File: src/rtl/demux_1x2_stream.sv
// Registered 1-to-2 stream demultiplexer with an independent first-word-fall-through
// FIFO per output, so backpressure on one consumer never stalls the other.
module demux_1x2_stream #(
  parameter int WIDTH = 8,
  parameter int DEPTH = 4
) (
  input  logic                       clk,
  input  logic                       rst_n,
  input  logic                       en,
  input  logic                       s,
  input  logic [WIDTH-1:0]           f,
  input  logic                       f_valid,
  output logic                       f_ready,
  output logic [WIDTH-1:0]           y0,
  output logic                       y0_valid,
  input  logic                       y0_ready,
  output logic [WIDTH-1:0]           y1,
  output logic                       y1_valid,
  input  logic                       y1_ready,
  output logic [$clog2(DEPTH):0]     cnt0,
  output logic [$clog2(DEPTH):0]     cnt1
);

  localparam int AW = $clog2(DEPTH);
  localparam int CW = AW + 1;

  logic [1:0]             full;
  logic [1:0]             rdy;
  logic [1:0][CW-1:0]     cnt;
  logic [1:0][WIDTH-1:0]  head;

  assign rdy = {y1_ready, y0_ready};

  // Acceptance looks only at the selected FIFO's occupancy, never at the consumer.
  assign f_ready = en & ~full[s];

  for (genvar i = 0; i < 2; i++) begin : g_fifo
    logic [WIDTH-1:0] mem [DEPTH];
    logic [AW-1:0]    wp;
    logic [AW-1:0]    rp;
    logic [CW-1:0]    occ;
    logic             push;
    logic             pop;

    assign push = f_valid & f_ready & (s == 1'(i));
    assign pop  = (occ != '0) & rdy[i];

    always_ff @(posedge clk or negedge rst_n) begin
      if (!rst_n) begin
        wp  <= '0;
        rp  <= '0;
        occ <= '0;
      end else begin
        if (push) wp <= wp + AW'(1);
        if (pop)  rp <= rp + AW'(1);
        case ({push, pop})
          2'b10:   occ <= occ + CW'(1);
          2'b01:   occ <= occ - CW'(1);
          default: occ <= occ;
        endcase
      end
    end

    // Storage carries no reset; the head mux forces zero whenever the FIFO is empty.
    always_ff @(posedge clk) begin
      if (push) mem[wp] <= f;
    end

    assign full[i] = (occ == CW'(DEPTH));
    assign cnt[i]  = occ;
    assign head[i] = (occ != '0) ? mem[rp] : '0;
  end

  assign y0       = head[0];
  assign y1       = head[1];
  assign y0_valid = (cnt[0] != '0);
  assign y1_valid = (cnt[1] != '0);
  assign cnt0     = cnt[0];
  assign cnt1     = cnt[1];

endmodule

File: config.mk
export PLATFORM = sky130hd
export DESIGN_NAME = demux_1x2_stream
export DESIGN_NICKNAME = d
export VERILOG_FILES = /design/src/rtl/demux_1x2_stream.sv
export SDC_FILE = /design/constraint.sdc
export NUM_CORES = 1
export LEC_CHECK = 0
export CORE_ASPECT_RATIO = 0.9
export CORE_UTILIZATION = 35
export DETAILED_ROUTE_END_ITERATION = 12
export DONT_BUFFER_PORTS = 1
export PLACE_DENSITY = 0.47
export SYNTH_ARGS = -nofsm -noshare
export SYNTH_HDL_FRONTEND = slang
export SYNTH_SLANG_ARGS = --single-unit
export TNS_END_PERCENT = 10
File: constraint.sdc
create_clock -name clk -period 4.5 [get_ports clk]
set_clock_uncertainty 0.15 [all_clocks]
set_input_delay 0.675 -clock clk [delete_from_list [all_inputs] [get_ports clk]]
set_output_delay 0.675 -clock clk [all_outputs]
set_load 0.05 [all_outputs]
* Yosys cells after proc, flatten, opt, wreduce, memory -nomap -nowiden
Memory sizes are Yosys's and may differ from the RTL's. Cells that the tools add are included.
Cells by class: order comparisons 1, mux-type cells 10, reduce and logical (&&, ||, !) cells 4, bitwise logic cells 8, add/sub/neg operators 8, equal/unequal tests 6
Operators by type and width (count):
- $mux W8 | 2
- $pmux W3 S2 | 2
- $add A2 B1 Y2 const B | 4
- $add A3 B1 Y3 const B | 2
- $and A1 B1 Y1 | 6
- $eq A3 B3 Y1 const B | 2
- $mux W1 | 6
- $reduce_bool A3 Y1 | 2
- $sub A3 B1 Y3 const B | 2
- $eq A2 B1 Y1 const B | 2
- $eq A2 B2 Y1 const B | 2
- $reduce_bool A2 Y1 | 2
- $lt A1 B2 Y1 const B | 1
- $not A1 Y1 | 2
Storage, ports and cells: memories 2, output and inout port bits 25, flip-flop bits (word level) 14, RAM bits 64, word-level logic and storage cells 45, input bits 15
Memory list:
- g_fifo[0].mem | depth 4, width 8, rd ports 1, clocked after Yosys merged registers in 0, wr ports 1, RTL line 38 | logic [WIDTH-1:0] mem [DEPTH];
- g_fifo[1].mem | depth 4, width 8, rd ports 1, clocked after Yosys merged registers in 0, wr ports 1, RTL line 38

* Longest topological paths before layout
Gate-level depths: netlist (run 1).
depth in word-level cells 9, mapped depth 10, depth with buffers taken out 9

* Worst setup path after synthesis (run 1)
Ideal clock, no wire load.
kind register -> output, start register g_fifo[1].occ[0] (netlist: cnt1[0]), end output port y1[0], cell stages (with the launch flop) 4, data required time 3.675 ns, arrival 1.968 ns, path buffers 1, path slack 1.707 ns, path through dfrtp_1 -> or3_2 -> clkbuf_1 -> and2_1
On the way: cells in the longest elaborated chain, start to end 2
Ends and longest elaborated chain:
- start, declared | RTL line 41 | logic [CW-1:0] occ;
- start signal, assigned | RTL line 57 | 2'b10: occ <= occ + CW'(1);
- start signal, assigned | RTL line 58 | 2'b01: occ <= occ - CW'(1);
- $reduce_bool A3 Y1
- net y1_valid | RTL line 18 | output logic y1_valid,
- $mux W8 | RTL line 71 | assign head[i] = (occ != '0) ? mem[rp] : '0;
- end, declared | RTL line 17 | output logic [WIDTH-1:0] y1,
The timed path passes the listed nets, and every way through them passes these cells.

* Worst setup path after layout (run 1)
start register g_fifo[1].occ[0] (netlist: cnt1[0]), end output port f_ready
On the way: cells in the longest elaborated chain, start to end 5
Ends and longest elaborated chain:
- $eq A3 B3 Y1 | RTL line 69 | assign full[i] = (occ == CW'(DEPTH));
- $mux W1 (not written as such) (2 in a row) | RTL line 35 | assign f_ready = en & ~full[s];
- $not A1 Y1 | RTL line 35
- $and A1 B1 Y1 | RTL line 35
- end, declared | RTL line 13 | output logic f_ready,
Every way passes these cells. The select of a mux whose other input is x is not followed.

==> flow_summary.ini, run 1 <==
[setup_path]
r2r_end = cnt1[2]
path_cells = or3b_1 > o21ai_0 > a31oi_1
max_stage_delay_ns = 0.86
cp_num_buf_inv = 0
critPathLaunchType = flop
reg2reg_from = cnt1[0]
cp_slowest_cell = a31oi_1
arrival_ns = 2.28
rrSetupSlack_ns = 1.73
crit_family = compound AO/OA/AOI/OAI gates
crit_type = flop to output port
rr_worst_depth = 8
critPathRequiredTime_ns = 3.67
crit_path_max_fanout = 5
critPathCaptureType = output port

[sta]
setup_violations = 0
fin_ws_ns = 1.39
slew_headroom_pct = 22.1
fin_setup_tns_ns = 0
period_share_pct = 69.0
hold_viol_final = 0
worst_pin_slew_ns = 1.16
max_freq_mhz = 322
rsz0062_at_grt = no
drv_slew = 0
min_period_ns = 3.11

[cells_and_area]
final_cell_mix = 64 x edfxtp_1, 22 x and2_1, 16 x mux4_2
fill_cells = 826
drive_above_1_share_pct = 19.7
synthToLayoutAreaGrowth_pct = 9.33
nNetsFinal = 215
fin_cells = 315
finalInstanceArea_um2 = 3590
num_antenna_cells = 0
layout_commonest_cell = edfxtp_1

[placed_design]
routabilityCongestion = 0.740
placedCellCount = 298
dp_slack_ns = 1.72
port-buffer-count = 0
dpl_cell_area_um2 = 3410
place.detailed.hpwl_mm = 4.08

[worst_hold_path]
hp-class = input pin to flop
min_to = g_fifo[1].mem[3][6]
worstHoldStart = f[6]
whs_path_depth = 0

[power_and_ir_drop]
power_uw = 2490
p_per_area_nw_per_um2 = 694
vdd_ir_drop_max_mv = 0.374
leakagePower_uw = 0.00125

[flow_run]
max_cap_viol_count = 0

[synthesis]
synth_seq_cells = 78
synthesis.area_um2 = 3290
ys.flop_type = edfxtp_1
syn_nets = 209
seq_area_frac_synth_pct = 69.2
synth_cell_types = 26
yosysWarnings = 0
synthCells = 182
avgSynthCellArea_um2 = 18.1
async_reset_ff_share_pct = 17.9
synth_edf_count = 64

[grt]
grt-ovfl-total = 0
busiest_layer = met2
grt_use_met1_pct = 15.1
met3_usage_pct = 4.58
grt_usage_pct = 13.3
met2_usage_pct = 22.5
grt_pass1_wl_mm = 9.27
antenna_found_initial = 0
grt_start_max_net_pins = 15
grt_pass1_vias = 1702

[die]
start_util_pct = 36.0
rows = 33
ios = 40
die_x_um = 104
die-area_um2 = 9780
fp.dieH_um = 93.9
core-area_um2 = 9130

[clock_tree]
clk-insertion-delay-late_ns = 0.33
cts_tree = built
cts_buffers = 9
clock_sinks = 78
cts_max_level = 3
clk_pin_slew_ns = 0.08
clk_path_buf_depth = 2
clock-root-buffer = clkbuf_8
ctsResizeCount = 0

[drt]
vias = 1486
dr.pass1.iters = 4
wl_per_cell_um = 18.5
route.detailed.drc = 0
viasPerCell = 4.72
drt_iter0_drc = 45
wirelength_mm = 5.82
ant_nets = 0

[status]
status = complete, no violations
-- per-layer routing --
| layer | vias up | routed length [um] | share of wire, % |
|---|---|---|---|
| met3 | 10 | 408 | 7.0 |
| met4 | 0 | 120 | 2.1 |
| met2 | 39 | 2910 | 50 |
| li1 | 680 | - | - |
| met1 | 757 | 2380 | 41 |
| met5 | - | 0 | 0 |
-- worst max path at each step --
stage | startpoint | end | slack (ns) | depth (start not counted)
5_1_grt | cnt1[0] | f_ready | 1.31 | 3
2_1_floorplan | cnt1[0] | y1[0] | 1.71 | 3
6_report | cnt1[0] | f_ready | 1.39 | 3
3_3_place_gp | cnt1[0] | f_ready | 1.77 | 3
4_1_cts | cnt1[0] | f_ready | 1.36 | 3
3_5_place_dp | cnt1[0] | cnt1[2] | 1.72 | 8
-- final cells by class --
class                           count  area [um2]  share of cell area, %
Tap cell                          122         153                   4.25
Multi-Input combinational cell     84         928                   25.8
Clock buffer                       14         163                   4.53
Clock inverter                      2        10.0                  0.279
Sequential cell                    78        2270                   63.3
Inverter                           13        48.8                   1.36
Timing Repair Buffer                2        17.5                  0.488
-- what timing repair did --
action / 4_1_cts / 5_1_grt
hold buffers: 1 / 0
endpoints found under the hold margin: 14 / 0
buffers inserted: 0 / 0
-- Yosys cell counts (3+ instances only) --
| cell | count | area, um2 |
|---|---|---|
| and2_2 | 3 | 22.5 |
| dfrtp_1 | 14 | 350 |
| xor2_1 | 6 | 52.6 |
| mux4_2 | 16 | 360 |
| nand3_1 | 3 | 15.0 |
| edfxtp_1 | 64 | 1920 |
| nor2_1 | 4 | 15.0 |
| xnor2_1 | 6 | 52.6 |
| and2_1 | 22 | 138 |
| inv_1 | 13 | 48.8 |
| clkbuf_1 | 4 | 15.0 |
| ha_1 | 10 | 125 |
-- power by group --
part / total (uW) / internal [uW] / switching, uW
logic: 899 / 301 / 598
clock network: 459 / 230 / 229
registers: 1140 / 881 / 255
-- kinds of logic after synthesis --
logic type / Yosys count / share of synthesized area [%]
AO/OA/AOI/OAI: 3 / 0.723
multiplexers: 20 / 12.4
adder cells (fa/ha/maj): 12 / 5.03
flip-flops: 78 / 69.2
XOR/XNOR: 12 / 3.20
buffers and inverters: 20 / 2.59
AND/OR/NAND/NOR: 37 / 6.93
-- worst register-to-register path: stages (launching register included) --
cell     delay [ns]
dfrtp_1        0.60
or3_2          0.77
and2_1         0.29
ha_1           0.21
inv_1          0.08
fa_1           0.19
xor2_1         0.14
nor2_1         0.06
xor2_1         0.14
-- through the flow --
stage,hold WS [ns],util [%]
floorplan,0.229,-
global placement,0.230,37.4
detailed placement,0.230,37.4
CTS,0.257,39.4
global route,0.255,39.4
finish,0.277,39.4
-- flip-flops by register name, indices dropped and copies added (netlist names) --
| name | cells |
|---|---|
| cnt0 | 3 |
| cnt1 | 3 |
| g_fifo.mem | 64 |
| g_fifo.rp | 4 |
| g_fifo.wp | 4 |
Power figures use the tool's default switching activity.
==> run 2: changes to the inputs <==
==> constraint.sdc (replaced) <==
create_clock -name clk -period 3.1 [get_ports clk]
set_clock_uncertainty 0.15 [all_clocks]
set_input_delay 0.465 -clock clk [delete_from_list [all_inputs] [get_ports clk]]
set_output_delay 0.465 -clock clk [all_outputs]
set_load 0.05 [all_outputs]
==> flow_summary.ini, run 2 (synthesis results as in run 1) <==
[drt]
wl_met2_mm = 2.89
drt_iter0_drc = 45
vias = 1512
viasPerCell = 4.71
drt-met1-wl_mm = 2.54
wl_per_cell_um = 18.1
route.detailed.drc = 0
ant_nets = 0
wirelength_mm = 5.81
top_layer_used = met4
dr.pass1.iters = 4
wl_met3_um = 326

[clock_tree]
postCtsSetupRepairBufs = 0
ctsHoldBuffers = 1
clk_pin_slew_ns = 0.08
cts_buffers = 9
ctsResizeCount = 0
cts_max_level = 3
clock-root-buffer = clkbuf_8
clk_path_buf_depth = 2
cts_tree = built
clock_sinks = 78
clk-insertion-delay-late_ns = 0.34

[power_and_ir_drop]
seqPwrFrac_pct = 41.9
leakagePower_uw = 0.00127
p_sw_uw = 1590
clkPwrFrac_pct = 17.6
power_uw = 3630
vdd_ir_drop_max_mv = 0.498
sw_frac_of_total_pct = 43.8
p_per_area_nw_per_um2 = 1000
combPwrFrac_pct = 40.5
p_int_uw = 2040

[die]
start_util_pct = 36.0
ios = 40
core-area_um2 = 9130
rows = 33
fp.dieH_um = 93.9
die-area_um2 = 9780
die_x_um = 104

[sta]
period_share_pct = 85.2
rsz0062_at_grt = no
slew_headroom_pct = 44.4
hold_ws_ns = 0.0691
hold_viol_final = 0
worst_pin_slew_ns = 0.831
fin_setup_tns_ns = 0
drv_slew = 0
max_freq_mhz = 379
min_period_ns = 2.64
setup_violations = 0

[grt]
grt_start_max_net_pins = 15
grt_pass1_vias = 1668
grt_usage_pct = 13.0
grt_pass1_wl_mm = 9.05
antenna_found_initial = 0
grt-ovfl-total = 0

[placed_design]
place.detailed.hpwl_mm = 4.04
dpl_cell_area_um2 = 3450
routabilityCongestion = 0.732
port-buffer-count = 0

[setup_path]
critPathRequiredTime_ns = 2.48
crit_path_max_fanout = 10
critPathCaptureType = output port
critPathLaunchType = flop
arrival_ns = 2.03
crit_type = flop to output port

[status]
status = complete, no violations

[cells_and_area]
largest_reg_flops = 64
nNetsFinal = 221
reg_top3 = g_fifo.mem x64, g_fifo.rp x4, g_fifo.wp x4
top_register = g_fifo.mem
num_antenna_cells = 0
finalInstanceArea_um2 = 3630
final_cell_mix = 64 x edfxtp_1, 22 x and2_1, 16 x mux4_2
layout_commonest_cell = edfxtp_1
final_core_util_pct = 39.8
drive_above_1_share_pct = 22.6
synthToLayoutAreaGrowth_pct = 10.5

[flow_run]
max_cap_viol_count = 0

[worst_hold_path]
hp-class = input pin to flop
==> run 2: cell types whose count changed in the layout (fill, tap and decap cells not counted) <==
| cell | previous run | this run |
|---|---|---|
| clkinvlp_4 | 0 | 2 |
| clkbuf_8 | 11 | 9 |
| clkbuf_1 | 3 | 0 |
| clkinv_1 | 0 | 2 |
| buf_4 | 1 | 7 |
| clkinv_4 | 0 | 1 |
==> run 2: final timing paths <==
| check | start | to | slack [ns] | cells after the start |
|---|---|---|---|---|
| hold reg to reg | g_fifo[1].wp[1] | g_fifo[1].wp[1] | 0.45 | 1 |
| setup reg to reg | cnt0[1] | cnt0[2] | 0.49 | 9 |
| max in group asynchronous | rst_n | g_fifo[1].rp[1] | 1.92 | 1 |
| min in group asynchronous | rst_n | cnt0[2] | 0.45 | 1 |
| hold / removal | f[3] | g_fifo[0].mem[3][3] | 0.07 | 0 |
| setup / recovery | cnt0[2] | y0[2] | 0.46 | 3 |
==> run 2: cell type report <==
class                   instances  area (um2)
fillers                       826        5500
clock buffers                   9         124
well taps                     122         153
multi-input cells              84         928
clock inverters                 7        41.3
inverters                      13        48.8
repair buffers                  8        62.6
flip-flops and latches         78        2270
==> run 2: power by group through the flow <==
stage                     Clock [uW]  Combinational (uW)  Sequential [uW]
after CTS                        661                1490             1530
after global placement             0                1440             1540
final                            639                1470             1520
after floorplan                    0                1280             1520
after detailed placement           0                1480             1550
after global routing             706                1570             1560
==> run 2: critical path: stages, from the launching register on <==
cell and delay [ns]:
dfrtp_1 0.72, or3_1 0.21, buf_4 0.25, and2_1 0.49
==> run 2: layer usage <==
metal  up-vias  GRT usage (%)
li1        690              -
met1       783           15.3
met2        32           21.8
met3         7           4.16
met4         0           6.07
met5         -              0
==> run 2: metrics by stage <==
step                cells  worst slack, ns
floorplan             182            0.513
global placement      304            0.682
detailed placement    304            0.497
CTS                   321            0.401
global route          321            0.286
finish                321            0.459
